## config.mk

```make
export PLATFORM = sky130hd
export DESIGN_NAME = instr_fetch
export DESIGN_NICKNAME = d
export VERILOG_FILES = /design/src/rtl/cpu_pkg.sv /design/src/rtl/sync_fifo.sv /design/src/rtl/instr_fetch.sv
export SDC_FILE = /design/constraint.sdc
export NUM_CORES = 1
export LEC_CHECK = 0
export BUFFER_PORTS_ARGS = -buffer_cell sky130_fd_sc_hd__buf_2
export CAP_MARGIN = 40
export CORE_ASPECT_RATIO = 2
export CORE_UTILIZATION = 45
export DETAILED_ROUTE_END_ITERATION = 8
export PLACE_DENSITY = 0.7
export SLEW_MARGIN = 10
export SYNTH_ARGS = -nofsm -noshare
export SYNTH_HDL_FRONTEND = slang
export SYNTH_SLANG_ARGS = --single-unit
export TNS_END_PERCENT = 20
```

## constraint.sdc

```tcl
create_clock -name clk -period 3 [get_ports clk]
set_clock_uncertainty 0.15 [all_clocks]
set_input_delay 0.6 -clock clk [delete_from_list [all_inputs] [get_ports clk]]
set_output_delay 0.6 -clock clk [all_outputs]
set_load 0.01 [all_outputs]
```

## src/rtl/cpu_pkg.sv

```systemverilog
// cpu_pkg: types and constants shared by the fetch front end and the decoder.
// Revision: 1.0
`default_nettype none

package cpu_pkg;

  typedef struct packed {
    logic [15:0] instr;
    logic [15:0] pc;
  } fetch_entry_t;

  localparam logic [15:0] RESET_PC_DEFAULT = 16'h0000;
  localparam logic [15:0] INSTR_NOP        = 16'hF000;

endpackage

`default_nettype wire

```

## src/rtl/sync_fifo.sv

```systemverilog
// sync_fifo: single-clock FIFO with flush, occupancy count and full/empty flags.
// Revision: 1.0
`default_nettype none

module sync_fifo #(
  parameter int WIDTH = 32,
  parameter int DEPTH = 4
) (
  input  logic                         clk,
  input  logic                         rst_n,
  input  logic                         flush_i,
  input  logic                         push_i,
  input  logic [WIDTH-1:0]             wdata_i,
  input  logic                         pop_i,
  output logic [WIDTH-1:0]             rdata_o,
  output logic [$clog2(DEPTH+1)-1:0]   count_o,
  output logic                         full_o,
  output logic                         empty_o
);

  localparam int AW = (DEPTH > 1) ? $clog2(DEPTH) : 1;
  localparam int CW = $clog2(DEPTH + 1);

  logic [WIDTH-1:0] mem_q [DEPTH];
  logic [AW-1:0]    rd_ptr_q;
  logic [AW-1:0]    wr_ptr_q;
  logic [CW-1:0]    count_q;
  logic             do_push;
  logic             do_pop;

  // Explicit wrap keeps pointers correct for non power-of-two depths.
  function automatic logic [AW-1:0] next_ptr(input logic [AW-1:0] p);
    return (p == AW'(DEPTH - 1)) ? '0 : p + 1'b1;
  endfunction

  assign empty_o = (count_q == '0);
  assign full_o  = (count_q == CW'(DEPTH));
  assign do_pop  = pop_i && !empty_o;
  assign do_push = push_i && (!full_o || do_pop);
  assign rdata_o = mem_q[rd_ptr_q];
  assign count_o = count_q;

  always_ff @(posedge clk or negedge rst_n) begin
    if (!rst_n) begin
      rd_ptr_q <= '0;
      wr_ptr_q <= '0;
      count_q  <= '0;
      for (int i = 0; i < DEPTH; i++) begin
        mem_q[i] <= '0;
      end
    end else if (flush_i) begin
      rd_ptr_q <= '0;
      wr_ptr_q <= '0;
      count_q  <= '0;
    end else begin
      if (do_push) begin
        mem_q[wr_ptr_q] <= wdata_i;
        wr_ptr_q        <= next_ptr(wr_ptr_q);
      end
      if (do_pop) begin
        rd_ptr_q <= next_ptr(rd_ptr_q);
      end
      if (do_push && !do_pop) begin
        count_q <= count_q + 1'b1;
      end else if (!do_push && do_pop) begin
        count_q <= count_q - 1'b1;
      end
    end
  end

  a_no_overflow: assert property (@(posedge clk) disable iff (!rst_n)
    !(push_i && !flush_i && full_o && !pop_i));

endmodule

`default_nettype wire

```

## src/rtl/instr_fetch.sv

```systemverilog
// instr_fetch: issues instruction-word reads, buffers returns with their PC and
// hands them to decode; a redirect flushes the buffer and discards in-flight reads.
`default_nettype none

module instr_fetch
  import cpu_pkg::*;
#(
  parameter int          FIFO_DEPTH      = 4,
  parameter int          MAX_OUTSTANDING = 2,
  parameter logic [15:0] RESET_PC        = RESET_PC_DEFAULT
) (
  input  logic        clk,
  input  logic        rst_n,
  output logic        mem_req,
  output logic [15:0] mem_addr,
  input  logic        mem_gnt,
  input  logic        mem_rvalid,
  input  logic [15:0] mem_rdata,
  output logic        instr_valid,
  output logic [15:0] instr,
  output logic [15:0] instr_pc,
  input  logic        instr_ready,
  input  logic        redirect_valid,
  input  logic [15:0] redirect_pc
);

  localparam int OW  = $clog2(MAX_OUTSTANDING + 1);
  localparam int FCW = $clog2(FIFO_DEPTH + 1);
  localparam int CRW = FCW + OW + 1;

  logic [15:0]    fetch_pc_q, fetch_pc_d;
  logic [OW-1:0]  discard_q, discard_d;
  logic [OW-1:0]  outstanding;
  logic [15:0]    trk_pc;
  logic           trk_full, trk_empty;
  logic [FCW-1:0] fifo_count;
  logic           fifo_full, fifo_empty;
  logic [CRW-1:0] credit_used;
  logic           gnt, rvalid_ok, drop_word, fifo_push, fifo_pop;
  fetch_entry_t   fifo_wdata, fifo_head;

  // Buffered words plus reads that will still land in the buffer must fit.
  assign credit_used = CRW'(fifo_count) + CRW'(outstanding) - CRW'(discard_q);

  assign mem_req   = rst_n && !redirect_valid && !trk_full &&
                     (credit_used < CRW'(FIFO_DEPTH));
  assign mem_addr  = fetch_pc_q;
  assign gnt       = mem_req && mem_gnt;
  assign rvalid_ok = mem_rvalid && !trk_empty;
  assign drop_word = (discard_q != '0);
  assign fifo_push = rvalid_ok && !drop_word && !redirect_valid;
  assign fifo_pop  = instr_valid && instr_ready && !redirect_valid;

  assign fifo_wdata  = '{instr: mem_rdata, pc: trk_pc};
  assign instr_valid = !fifo_empty;
  assign instr       = fifo_head.instr;
  assign instr_pc    = fifo_head.pc;

  // The tracker is never flushed: discarded returns still pop their own entry,
  // so its occupancy is exactly the number of reads in flight.
  sync_fifo #(
    .WIDTH (16),
    .DEPTH (MAX_OUTSTANDING)
  ) u_pc_tracker (
    .clk     (clk),
    .rst_n   (rst_n),
    .flush_i (1'b0),
    .push_i  (gnt),
    .wdata_i (fetch_pc_q),
    .pop_i   (rvalid_ok),
    .rdata_o (trk_pc),
    .count_o (outstanding),
    .full_o  (trk_full),
    .empty_o (trk_empty)
  );

  sync_fifo #(
    .WIDTH ($bits(fetch_entry_t)),
    .DEPTH (FIFO_DEPTH)
  ) u_instr_fifo (
    .clk     (clk),
    .rst_n   (rst_n),
    .flush_i (redirect_valid),
    .push_i  (fifo_push),
    .wdata_i (fifo_wdata),
    .pop_i   (fifo_pop),
    .rdata_o (fifo_head),
    .count_o (fifo_count),
    .full_o  (fifo_full),
    .empty_o (fifo_empty)
  );

  always_comb begin
    discard_d  = discard_q;
    fetch_pc_d = fetch_pc_q;
    if (redirect_valid) begin
      discard_d  = outstanding - OW'(rvalid_ok);
      fetch_pc_d = redirect_pc & 16'hFFFE;
    end else begin
      if (rvalid_ok && drop_word) begin
        discard_d = discard_q - 1'b1;
      end
      if (gnt) begin
        fetch_pc_d = fetch_pc_q + 16'd2;
      end
    end
  end

  always_ff @(posedge clk or negedge rst_n) begin
    if (!rst_n) begin
      fetch_pc_q <= RESET_PC & 16'hFFFE;
      discard_q  <= '0;
    end else begin
      fetch_pc_q <= fetch_pc_d;
      discard_q  <= discard_d;
    end
  end

  a_rvalid_expected: assert property (@(posedge clk) disable iff (!rst_n)
    mem_rvalid |-> !trk_empty);

  a_full_credit: assert property (@(posedge clk) disable iff (!rst_n)
    fifo_full |-> (outstanding == discard_q));

endmodule

`default_nettype wire

```

**After elaboration in Yosys (flattened, before gate mapping)**

Cells that the tools add are included.

- Bits in registers: 189
- Input bits: 38
- Output and inout bits: 50
- Logic and storage cells: 114

- Add/sub/neg operators: 13
- $lt $le $gt $ge: 7
- Equal/unequal tests: 4
- Muxes and demuxes: 29
- Bitwise gates (word level): 5
- Reduce and logical (&&, ||, !) cells: 42

Operators with widths:

| operator | number |
|---|---|
| 128-bit bitwise mux | 1 |
| 16-bit two-way mux | 6 |
| 32-bit two-way mux | 3 |
| 32-bit binary-select mux with 2-bit select | 1 |
| 32-bit demux with 2-bit select | 1 |
| 32-bit bitwise mux | 1 |
| 1-bit logical AND | 20 |
| 2-bit two-way mux | 10 |
| 16-bit by 2-bit adder with 16-bit output (second input constant) | 1 |
| 16-bit demux with 1-bit select | 1 |
| 2-bit nonzero test | 6 |
| 1-bit zero test | 10 |
| 3-bit two-way mux | 3 |
| 2-bit by 1-bit adder with 2-bit output (second input constant) | 3 |
| 2-bit equality test (second input constant) | 3 |
| 3-bit greater-or-equal comparator (second input constant) | 2 |
| 6-bit by 3-bit less-than comparator with 1-bit output (second input constant) | 1 |
| 2-bit NOT with 3-bit output | 2 |
| 4-bit by 2-bit subtractor with 5-bit output | 1 |
| 3-bit by 2-bit adder with 4-bit output | 1 |
| 2-bit greater-or-equal comparator (second input constant) | 2 |
| 1-bit NOT with 2-bit output | 2 |
| 2-bit by 1-bit subtractor with 2-bit output (second input constant) | 2 |
| 3-bit by 1-bit adder with 3-bit output (second input constant) | 1 |
| 13 further kinds | 16 |

**Depth between registers and ports, before layout**

Gate-level depths: netlist (run 1).

- Depth in word-level cells: 12
- Mapped depth: 14
- Gate-level depth less buffers: 12

**Hierarchy**

Synthesis (run 1) repeated with hierarchy kept, for this count alone.

- Cells, all modules: 634
- Area total of the unflattened synthesis: 9,600.5 um2

Modules (own cells, without submodules):

| module | instances | cells each | area each (um2) | sequential area each (um2) |
|---|---|---|---|---|
| sync_fifo at u_instr_fifo | 1 | 370 | 6,627.6 | 3,378.2 |
| sync_fifo at u_pc_tracker | 1 | 110 | 1,657.8 | 900.9 |
| instr_fetch | 1 | 154 | 1,315.0 | 425.4 |

**Worst setup path before layout (run 1)**

No wires, ideal clock.

- Path kind: reg2reg
- Start: register u_pc_tracker.count_q[1] (netlist: u_pc_tracker.count_o[1])
- End: register u_pc_tracker.mem_q[21] in the netlist's numbering
- Library setup time: 0.125 ns
- Data arrival time: 2.786 ns
- Required time: 2.725 ns
- Path slack: -0.060 ns
- Cell stages (with the launch flop): 12
- Path buffers: 2
- Clock period less this slack: 3.060 ns
- Path through: dfrtp_1 -> inv_1 -> fa_1 -> inv_1 -> ha_1 -> and3b_1 -> o2111ai_1 -> or2_1 -> buf_4 -> nor2_1 -> buf_4 -> mux2_2

- Word-level cells in the longest chain between the ends: 6
- Elaborated cells between the ends (all ways): 14
- Classes of those cells: 2 x add/sub; 1 x order compare; 1 x eq/ne; 10 x reduce/logical

Ends and longest elaborated chain:

| what | RTL line | text |
|---|---|---|
| start, declared | sync_fifo.sv:27 | `logic [CW-1:0] count_q;` |
| start signal, assigned | sync_fifo.sv:64 | `count_q <= count_q + 1'b1;` |
| start signal, assigned | sync_fifo.sv:66 | `count_q <= count_q - 1'b1;` |
| 3-bit by 2-bit adder with 4-bit output (tied with other cells) | instr_fetch.sv:43 | `assign credit_used = CRW'(fifo_count) + CRW'(outstanding) - CRW'(discard_q);` |
| 4-bit by 2-bit subtractor with 5-bit output (tied with other cells) | instr_fetch.sv:43 |  |
| 6-bit by 3-bit less-than comparator with 1-bit output (tied with other cells) | instr_fetch.sv:46 | `(credit_used < CRW'(FIFO_DEPTH));` |
| 1-bit logical AND (on tied branches) | instr_fetch.sv:45, sync_fifo.sv:38 |  |
| 1-bit logical AND or 1-bit logical OR (tied branches) | instr_fetch.sv:48, sync_fifo.sv:39 |  |
| 1-bit logical AND * | sync_fifo.sv:39 | `assign do_push = push_i && (!full_o \|\| do_pop);` |
| end signal, assigned by index | sync_fifo.sv:57 | `mem_q[wr_ptr_q] <= wdata_i;` |
| end, declared | sync_fifo.sv:24 | `logic [WIDTH-1:0] mem_q [DEPTH];` |

Mark *: on every way between the ends. The rest lies on a longest branch, timed or not.
A chain may end at the register's enable or synchronous reset.

**Final worst setup path (run 1)**

- Start: register u_pc_tracker.count_q[1] (netlist: u_pc_tracker.count_o[1])
- End: output port mem_req

- Word-level cells in the longest chain between the ends: 4
- Elaborated cells between the ends (all ways): 7
- Classes of those cells: 2 x add/sub; 1 x order compare; 1 x eq/ne; 3 x reduce/logical

Ends and longest elaborated chain:

| what | RTL line | text |
|---|---|---|
| 3-bit by 2-bit adder with 4-bit output or 2-bit equality test (tied branches) | instr_fetch.sv:43, sync_fifo.sv:37 |  |
| 4-bit by 2-bit subtractor with 5-bit output or 1-bit zero test (tied branches) | instr_fetch.sv:43, instr_fetch.sv:45 |  |
| 6-bit by 3-bit less-than comparator with 1-bit output or 1-bit logical AND (tied branches) | instr_fetch.sv:46, instr_fetch.sv:45 |  |
| 1-bit logical AND * | instr_fetch.sv:45 | `assign mem_req = rst_n && !redirect_valid && !trk_full &&` |
| end, declared | instr_fetch.sv:14 | `output logic mem_req,` |

Marked as above.

==> key figures, run 1 <==
Run status
  • Status: complete, but fails checks
  • Failing checks: DRC, setup timing

Drt
  • Final ANT Viol Nets: 0
  • Vias per cell: 5.722
  • Iter 0 DRT Violations: between 200 and 300
  • DR vias: 5,625
  • DRC: 7
  • Drt pass-1 iters: 9
  • WL/cell: about 19 um
  • Drt total wl: 18,240 um

Worst setup path
  • Critical Path AT: approximately 2.3 ns
  • WP data required: ~2.3 ns
  • Most prevalent standard cell on the critical path: inv_2
  • Worst path bufs/invs: 4
  • CP startpoint kind: flip-flop
  • Crit path depth: 9
  • Critical-path maximum fanout: 2
  • R2r setup slk: approximately 0.06 ns
  • Worst Setup End Kind: output port
  • CP max stage delay: around 0.56 ns
  • Reg-to-Reg End: u_pc_tracker.mem_q[1]
  • CP startpoint: u_pc_tracker.count_o[1]
  • Worst r2r src: u_pc_tracker.count_o[1]
  • Critical path endpoint: mem_req
  • Crit-path slowest cell: fa_2
  • Top delay family on crit path: adder cells
  • CP Class: reg2out
  • CP cell instances: inv_2 > fa_2 > inv_2 > ha_4 > nand4bb_1 > o2111ai_2 > buf_4 > nor2_2 > buf_2
  • R2R depth: 11

Worst hold path
  • HP Class: in2async

Finish
  • Antenna cells: 0
  • Fillcell total: ~1,600
  • Synth-to-layout area growth: 16.14%
  • Layout cells sized above 1: between 30% and 40%
  • Final net count: ~810
  • Utilization after layout: 53.38%

Timing
  • Slew HR: 36.33%
  • Final min period: around 3.0 ns
  • Fin. max-slew vios: 0
  • Count of final hold-check violations: 0
  • RSZ-0062 raised after global routing: true
  • Post-route setup slack: -0.009757 ns
  • Worst Max-Slew Pin Slew: 0.9550 ns
  • Peak Freq: between 300 and 400 MHz
  • Fin crit share: 100.3%
  • Worst hold slack: 0.2051 ns
  • Final setup fails: 1

Synthesis
  • Top cell type by total area after synthesis: dfrtp_1
  • Multiplexer share of the synthesized area: a little under a quarter
  • Synthesized flop and latch total: ~180
  • Share of the synthesized area in the top cell type: 54.39%
  • Synth async-reset ratio: between 90% and 100%
  • Most common cell in the netlist: dfrtp_1
  • Yosys warns: 0
  • Cells after synthesis: approximately 670
  • Main combinational cell family by area after synthesis: multiplexers
  • Unique masters post-synth: between 50 and 60
  • Post-synth top flop: dfrtp_1
  • Synth top area cells: dfrtp_1, mux2_2, mux4_2, o21ai_0, nand2_1
  • Register area share after synthesis: around 54%
  • Mapped Area: about 8400 um^2
  • Post-synth top cells: dfrtp_1, mux2_2, nand2_1
  • Avg Cell Area, Syn: roughly 13 um^2
  • Synth Area in Compound Gates: 7.412%
  • Simple-gate share of the synthesized area: roughly 8.7%
  • Number of flops mapped to enable cells by yosys: 0
  • Adder-Cell Fraction of Synth Area: under 10%
  • Xor and xnor area share after synthesis: less than 1%

Global route
  • Global route overflow: 0
  • Initial antenna violation count: 0
  • Vias in the first global route: slightly above 6,000
  • Tot GR Track Use: between 20 and 25%
  • Largest net degree at the start of global routing: between 150 and 200
  • First-pass GRT wire length: about 30,000 um

Power
  • Pwr Density: between 800 and 900 nW/um^2
  • P_leak: 4.547 nW
  • VDD IR max: 0.3991 mV

Placed design
  • GP Congestion: ~0.86
  • Port Buffer Count: between 80 and 90
  • Place WS: -0.02476 ns
  • Dpl hpwl: roughly 12,000 um

CTS
  • CTS Root Cell: clkbuf_16
  • # hold bufs at CTS: 0
  • Clock transition at path regs: approximately 0.070 ns
  • H-Tree Depth: 4
  • Num CTS Buffers: 17
  • Deepest clock path buffer count: 2
  • Skew-Pair Late Insertion Delay: 0.43 ns
  • CTS tree: done
  • Clock sinks: around 180

Floorplanning
  • Die Y: about 200 um
  • Core area: 18,220 um^2
  • # IOs: 88
  • DIE AREA: between 15,000 and 20,000 um^2
  • Die X: ~98 um
  • Initial core utilization: between 40% and 50%
  • FP Rows: 70

Job
  • Max cap viols: 0
cell type report:
class / count / area (um^2) / area share, %
repair buffers: 109 / 681.9 / 7.012
clock inverters: 12 / 93.84 / 0.9650
inverters: 18 / 70.07 / 0.7205
flip-flops and latches: 182 / 4556 / 46.85
clock buffers: 20 / 446.7 / 4.593
well taps: 216 / 270.3 / 2.779
multi-input cells: 426 / 3606 / 37.08
report_power, final:
part | internal (mW) | total, mW | switching, mW
clock network | 1.09 | 2.05 | 0.956
logic | 1.29 | 2.44 | 1.16
registers | 2.97 | 3.39 | 0.416
registers in the layout, indices dropped and copies added, names as in the netlist:
signal                 count
u_pc_tracker.wr_ptr_q      1
mem_addr                  15
u_instr_fifo.wr_ptr_q      2
discard_q                  2
u_pc_tracker.mem_q        30
u_instr_fifo.rd_ptr_q      2
u_instr_fifo.count_o       3
u_instr_fifo.mem_q       124
u_pc_tracker.rd_ptr_q      1
u_pc_tracker.count_o       2
routing by layer:
| metal | global-route usage, % | share of wire (%) | vias to the layer above |
|---|---|---|---|
| met5 | 0 | 0 | - |
| met2 | 37.66 | 55 | 141 |
| met1 | 23.48 | 39 | 2882 |
| li1 | - | - | 2572 |
| met4 | 7.629 | 2.3 | 0 |
| met3 | 3.452 | 3.1 | 30 |
what timing repair did:
action / in CTS / in global routing
pin swaps: 4 / 1
cloned: 0 / 1
endpoints found under the setup margin: 16 / 18
resized for setup: 8 / 5
setup buffers: 4 / 0
worst min-delay path by stage:
stage / start / slack, ns / to / cells past startpoint
floorplan: rst_n / 0.15 / discard_q[0] / 0
global placement: u_instr_fifo.mem_q[45] / 0.31 / u_instr_fifo.mem_q[45] / 2
detailed placement: u_instr_fifo.mem_q[3] / 0.32 / u_instr_fifo.mem_q[3] / 2
CTS: redirect_pc[5] / 0.22 / mem_addr[5] / 3
global route: redirect_pc[5] / 0.24 / mem_addr[5] / 3
finish: rst_n / 0.21 / u_instr_fifo.mem_q[81] / 2
per-stage QoR:
step | std cells | power, mW | instance area (um^2) | setup TNS, ns
6_report | 983 | 7.880 | 9724 | -0.009757
5_1_grt | 983 | 8.339 | 9724 | -0.4961
4_1_cts | 982 | 7.941 | 9692 | -0.03097
3_3_place_gp | 946 | 5.577 | 9085 | 0
3_5_place_dp | 946 | 5.742 | 9085 | -0.2548
2_1_floorplan | 669 | 4.888 | 8377 | -0.8654
cells in the final DEF, fill, tap and decap left out, types with 18 or more instances in the layout:
cell type  instances
mux4_2            31
o21ai_0           67
buf_4             20
nand3_1           25
clkbuf_16         18
dfrtp_1          181
buf_2             83
nand2_1           74
mux2_2            94
kinds of logic (layout without fill, tap and decap cells):
logic type / count (synthesis) / in the layout
DFF: 182 / 182
AOI/OAI and AO/OA: 101 / 101
xor gates and xnor gates: 9 / 9
adders and majority gates: 15 / 15
and+or+nand+nor: 157 / 157
muxes: 142 / 142
buffers and inverters: 61 / 159
other: 1 / 2
Note: power is estimated with default switching activity, not from simulation.
==> run 2, diff against run 1 <==
--- a/config.mk
+++ b/config.mk
@@ -10,7 +10,7 @@
 export CORE_ASPECT_RATIO = 2
 export CORE_UTILIZATION = 45
 export DETAILED_ROUTE_END_ITERATION = 8
-export PLACE_DENSITY = 0.7
+export PLACE_DENSITY = 0.64
 export SLEW_MARGIN = 10
 export SYNTH_ARGS = -nofsm -noshare
 export SYNTH_HDL_FRONTEND = slang
==> key figures, run 2 (same netlist as run 1, synthesis figures left out) <==
Run status
  • Status: complete, but fails checks
  • Failing checks: DRC, setup timing

Finish
  • Layout Cells excl Fill: 989 (+0.61%)
  • Layout cells sized above 1: 37.65% (+0.49 points)
  • Number of flip-flops in the largest register: 124 (unchanged)
  • Antenna cells: 0 (unchanged)
  • Commonest cells after routing, fill and taps aside: dfrtp_1, mux2_2, buf_2
  • Reg with most FFs: u_instr_fifo.mem_q
  • Final net count: 813 (+0.74%)
  • Most common cell after layout, fill and taps aside: dfrtp_1
  • Synth-to-layout area growth: 17.80%
  • Fillcell total: 1,550 (-1.1%)

Power
  • VDD IR max: 0.4584 mV (+15%)
  • Clock power frac: 26.9% (+0.9 points)
  • Comb pwr share: 32.4% (+1.4 points)
  • Sequential power share: 40.7% (-2.3 points)
  • Pwr Density: 839.2 nW/um^2 (+3.6%)
  • P_leak: 4.600 nW (+1.2%)
  • Switch share: 30.90% (-1.2 points)
  • Internal cell power: 5.720 mW (+6.9%)
  • P_sw: 2.558 mW (+1.2%)

Worst setup path
  • CP max stage delay: 0.58 ns (+0.02 ns)
  • Worst r2r src: discard_q[1]
  • Critical-path maximum fanout: 2 (unchanged)
  • CP startpoint kind: flip-flop
  • CP Class: reg2out
  • Reg-to-Reg End: mem_addr[7]
  • Critical Path AT: 2.30 ns (+0.04 ns)
  • R2R depth: 9 (-2)
  • Worst path bufs/invs: 2 (-2)
  • R2r setup slk: 0.03 ns (-0.03 ns)
  • Crit-path slowest cell: fa_2
  • WP data required: 2.25 ns (about the same)
  • Worst Setup End Kind: output port
  • CP cell instances: fa_2 > inv_2 > ha_4 > and3b_1 > o211ai_1 > nor2_4 > buf_6
  • Top delay family on crit path: adder cells

Global route
  • Met1 Track Usage GR: 22.55% (-0.93 points)
  • First-pass GRT wire length: 30,070 um (-2.4%)
  • Vias in the first global route: 6,162 (-1.2%)
  • Met2 usage: 37.12% (-0.55 points)
  • Global route overflow: 0 (unchanged)
  • M3 GR Usage: 3.092% (-0.36 points)
  • Tot GR Track Use: 19.92% (-0.56 points)
  • Global route hottest layer: met2
  • Initial antenna violation count: 0 (unchanged)
  • Largest net degree at the start of global routing: 183 (unchanged)

Drt
  • WL/cell: 18.30 um (-1.4%)
  • DR vias: 5,658 (+0.59%)
  • DRC: 6 (-1)
  • Drt pass-1 iters: 9 (unchanged)
  • Drt total wl: 18,100 um (-0.79%)
  • Vias per cell: 5.721 (about the same)
  • Iter 0 DRT Violations: 274 (-3.2%)
  • Final ANT Viol Nets: 0 (unchanged)

Timing
  • Fin. max-slew vios: 0 (unchanged)
  • Final setup fails: 1 (unchanged)
  • Final min period: 3.055 ns (+0.04499 ns)
  • Post-route setup slack: -0.05475 ns (-0.04499 ns)
  • RSZ-0062 raised after global routing: true
  • Fin crit share: 101.8% (+1.5 points)
  • Peak Freq: 327.4 MHz (-1.5%)
  • Slew HR: 34.03% (-2.3 points)
  • Worst Max-Slew Pin Slew: 0.9896 ns (+0.03453 ns)
  • Count of final hold-check violations: 0 (unchanged)

Placed design
  • GP Congestion: 0.8441 (-1.8%)
  • Dpl hpwl: 11,910 um (-0.51%)
  • Place WS: 0.01720 ns (+0.04196 ns)
  • Placed instance count: 948 (+0.21%)
  • Port Buffer Count: 84 (unchanged)

Floorplanning
  • DIE AREA: 19,190 um^2 (unchanged)
  • Die X: 98.46 um (unchanged)
  • FP Rows: 70 (unchanged)
  • Initial core utilization: 45.96% (unchanged)
  • Core area: 18,220 um^2 (unchanged)
  • Die Y: 194.9 um (unchanged)
  • # IOs: 88 (unchanged)

CTS
  • Clock sinks: 182 (unchanged)
  • H-Tree Depth: 4 (unchanged)
  • Num CTS Buffers: 17 (unchanged)
  • CTS tree: done
  • CTS Root Cell: clkbuf_16
  • # hold bufs at CTS: 0 (unchanged)
  • Deepest clock path buffer count: 2 (unchanged)
  • Skew-Pair Late Insertion Delay: 0.42 ns (about the same)
  • Clock transition at path regs: 0.07 ns (about the same)

Worst hold path
  • HP Class: in2async

Job
  • Max cap viols: 0 (unchanged)
run 2: layer usage:
metal	wire length, um	part of all wire (%)
met4	403	2.2
met1	7111	39
met5	0	0
met2	9872	55
met3	712	3.9
run 2: repair_timing:
action	in CTS	in global routing
buffers inserted	6	3
pin swaps	6	6
endpoints found under the setup margin	6	43
resized for setup	8	12
run 2: power groups by stage:
stage	Combinational [mW]	Clock [mW]	Sequential [mW]
floorplan	1.65	0	3.24
global placement	2.18	0	3.40
detailed placement	2.38	0	3.40
CTS	2.54	2.27	3.36
global route	2.93	2.38	3.44
finish	2.69	2.23	3.37
run 2: how the worst max path moves through the flow:
stage,start,endpoint,slack (ns),depth (start not counted)
2_1_floorplan,u_pc_tracker.count_o[1],u_pc_tracker.mem_q[21],-0.06,11
3_3_place_gp,discard_q[1],u_pc_tracker.mem_q[6],0.08,10
3_5_place_dp,discard_q[1],u_pc_tracker.mem_q[15],0.02,10
4_1_cts,u_instr_fifo.count_o[1],mem_req,-0.06,9
5_1_grt,discard_q[1],mem_req,-0.13,7
6_report,discard_q[1],mem_req,-0.05,7
run 2: layout make-up:
| type | instances | area [um^2] | share of cell area (%) |
|---|---|---|---|
| Clock buffer | 21 | 440.4 | 4.465 |
| Tap cell | 216 | 270.3 | 2.740 |
| Inverter | 18 | 67.56 | 0.6850 |
| Sequential cell | 182 | 4558 | 46.21 |
| Multi-Input combinational cell | 426 | 3645 | 36.95 |
| Clock inverter | 11 | 151.4 | 1.535 |
| Timing Repair Buffer | 115 | 730.7 | 7.408 |
run 2: per-stage QoR:
step | hold WS [ns] | util [%] | area [um^2] | power, mW | setup TNS [ns]
3_5_place_dp | 0.3150 | 49.99 | 9107 | 5.778 | 0
6_report | 0.1885 | 54.14 | 9863 | 8.277 | -0.05475
3_3_place_gp | 0.3053 | 49.84 | 9080 | 5.579 | 0
5_1_grt | 0.2402 | 54.14 | 9863 | 8.742 | -2.127
2_1_floorplan | 0.1544 | - | 8377 | 4.888 | -0.8654
4_1_cts | 0.2211 | 53.72 | 9786 | 8.171 | -0.06170
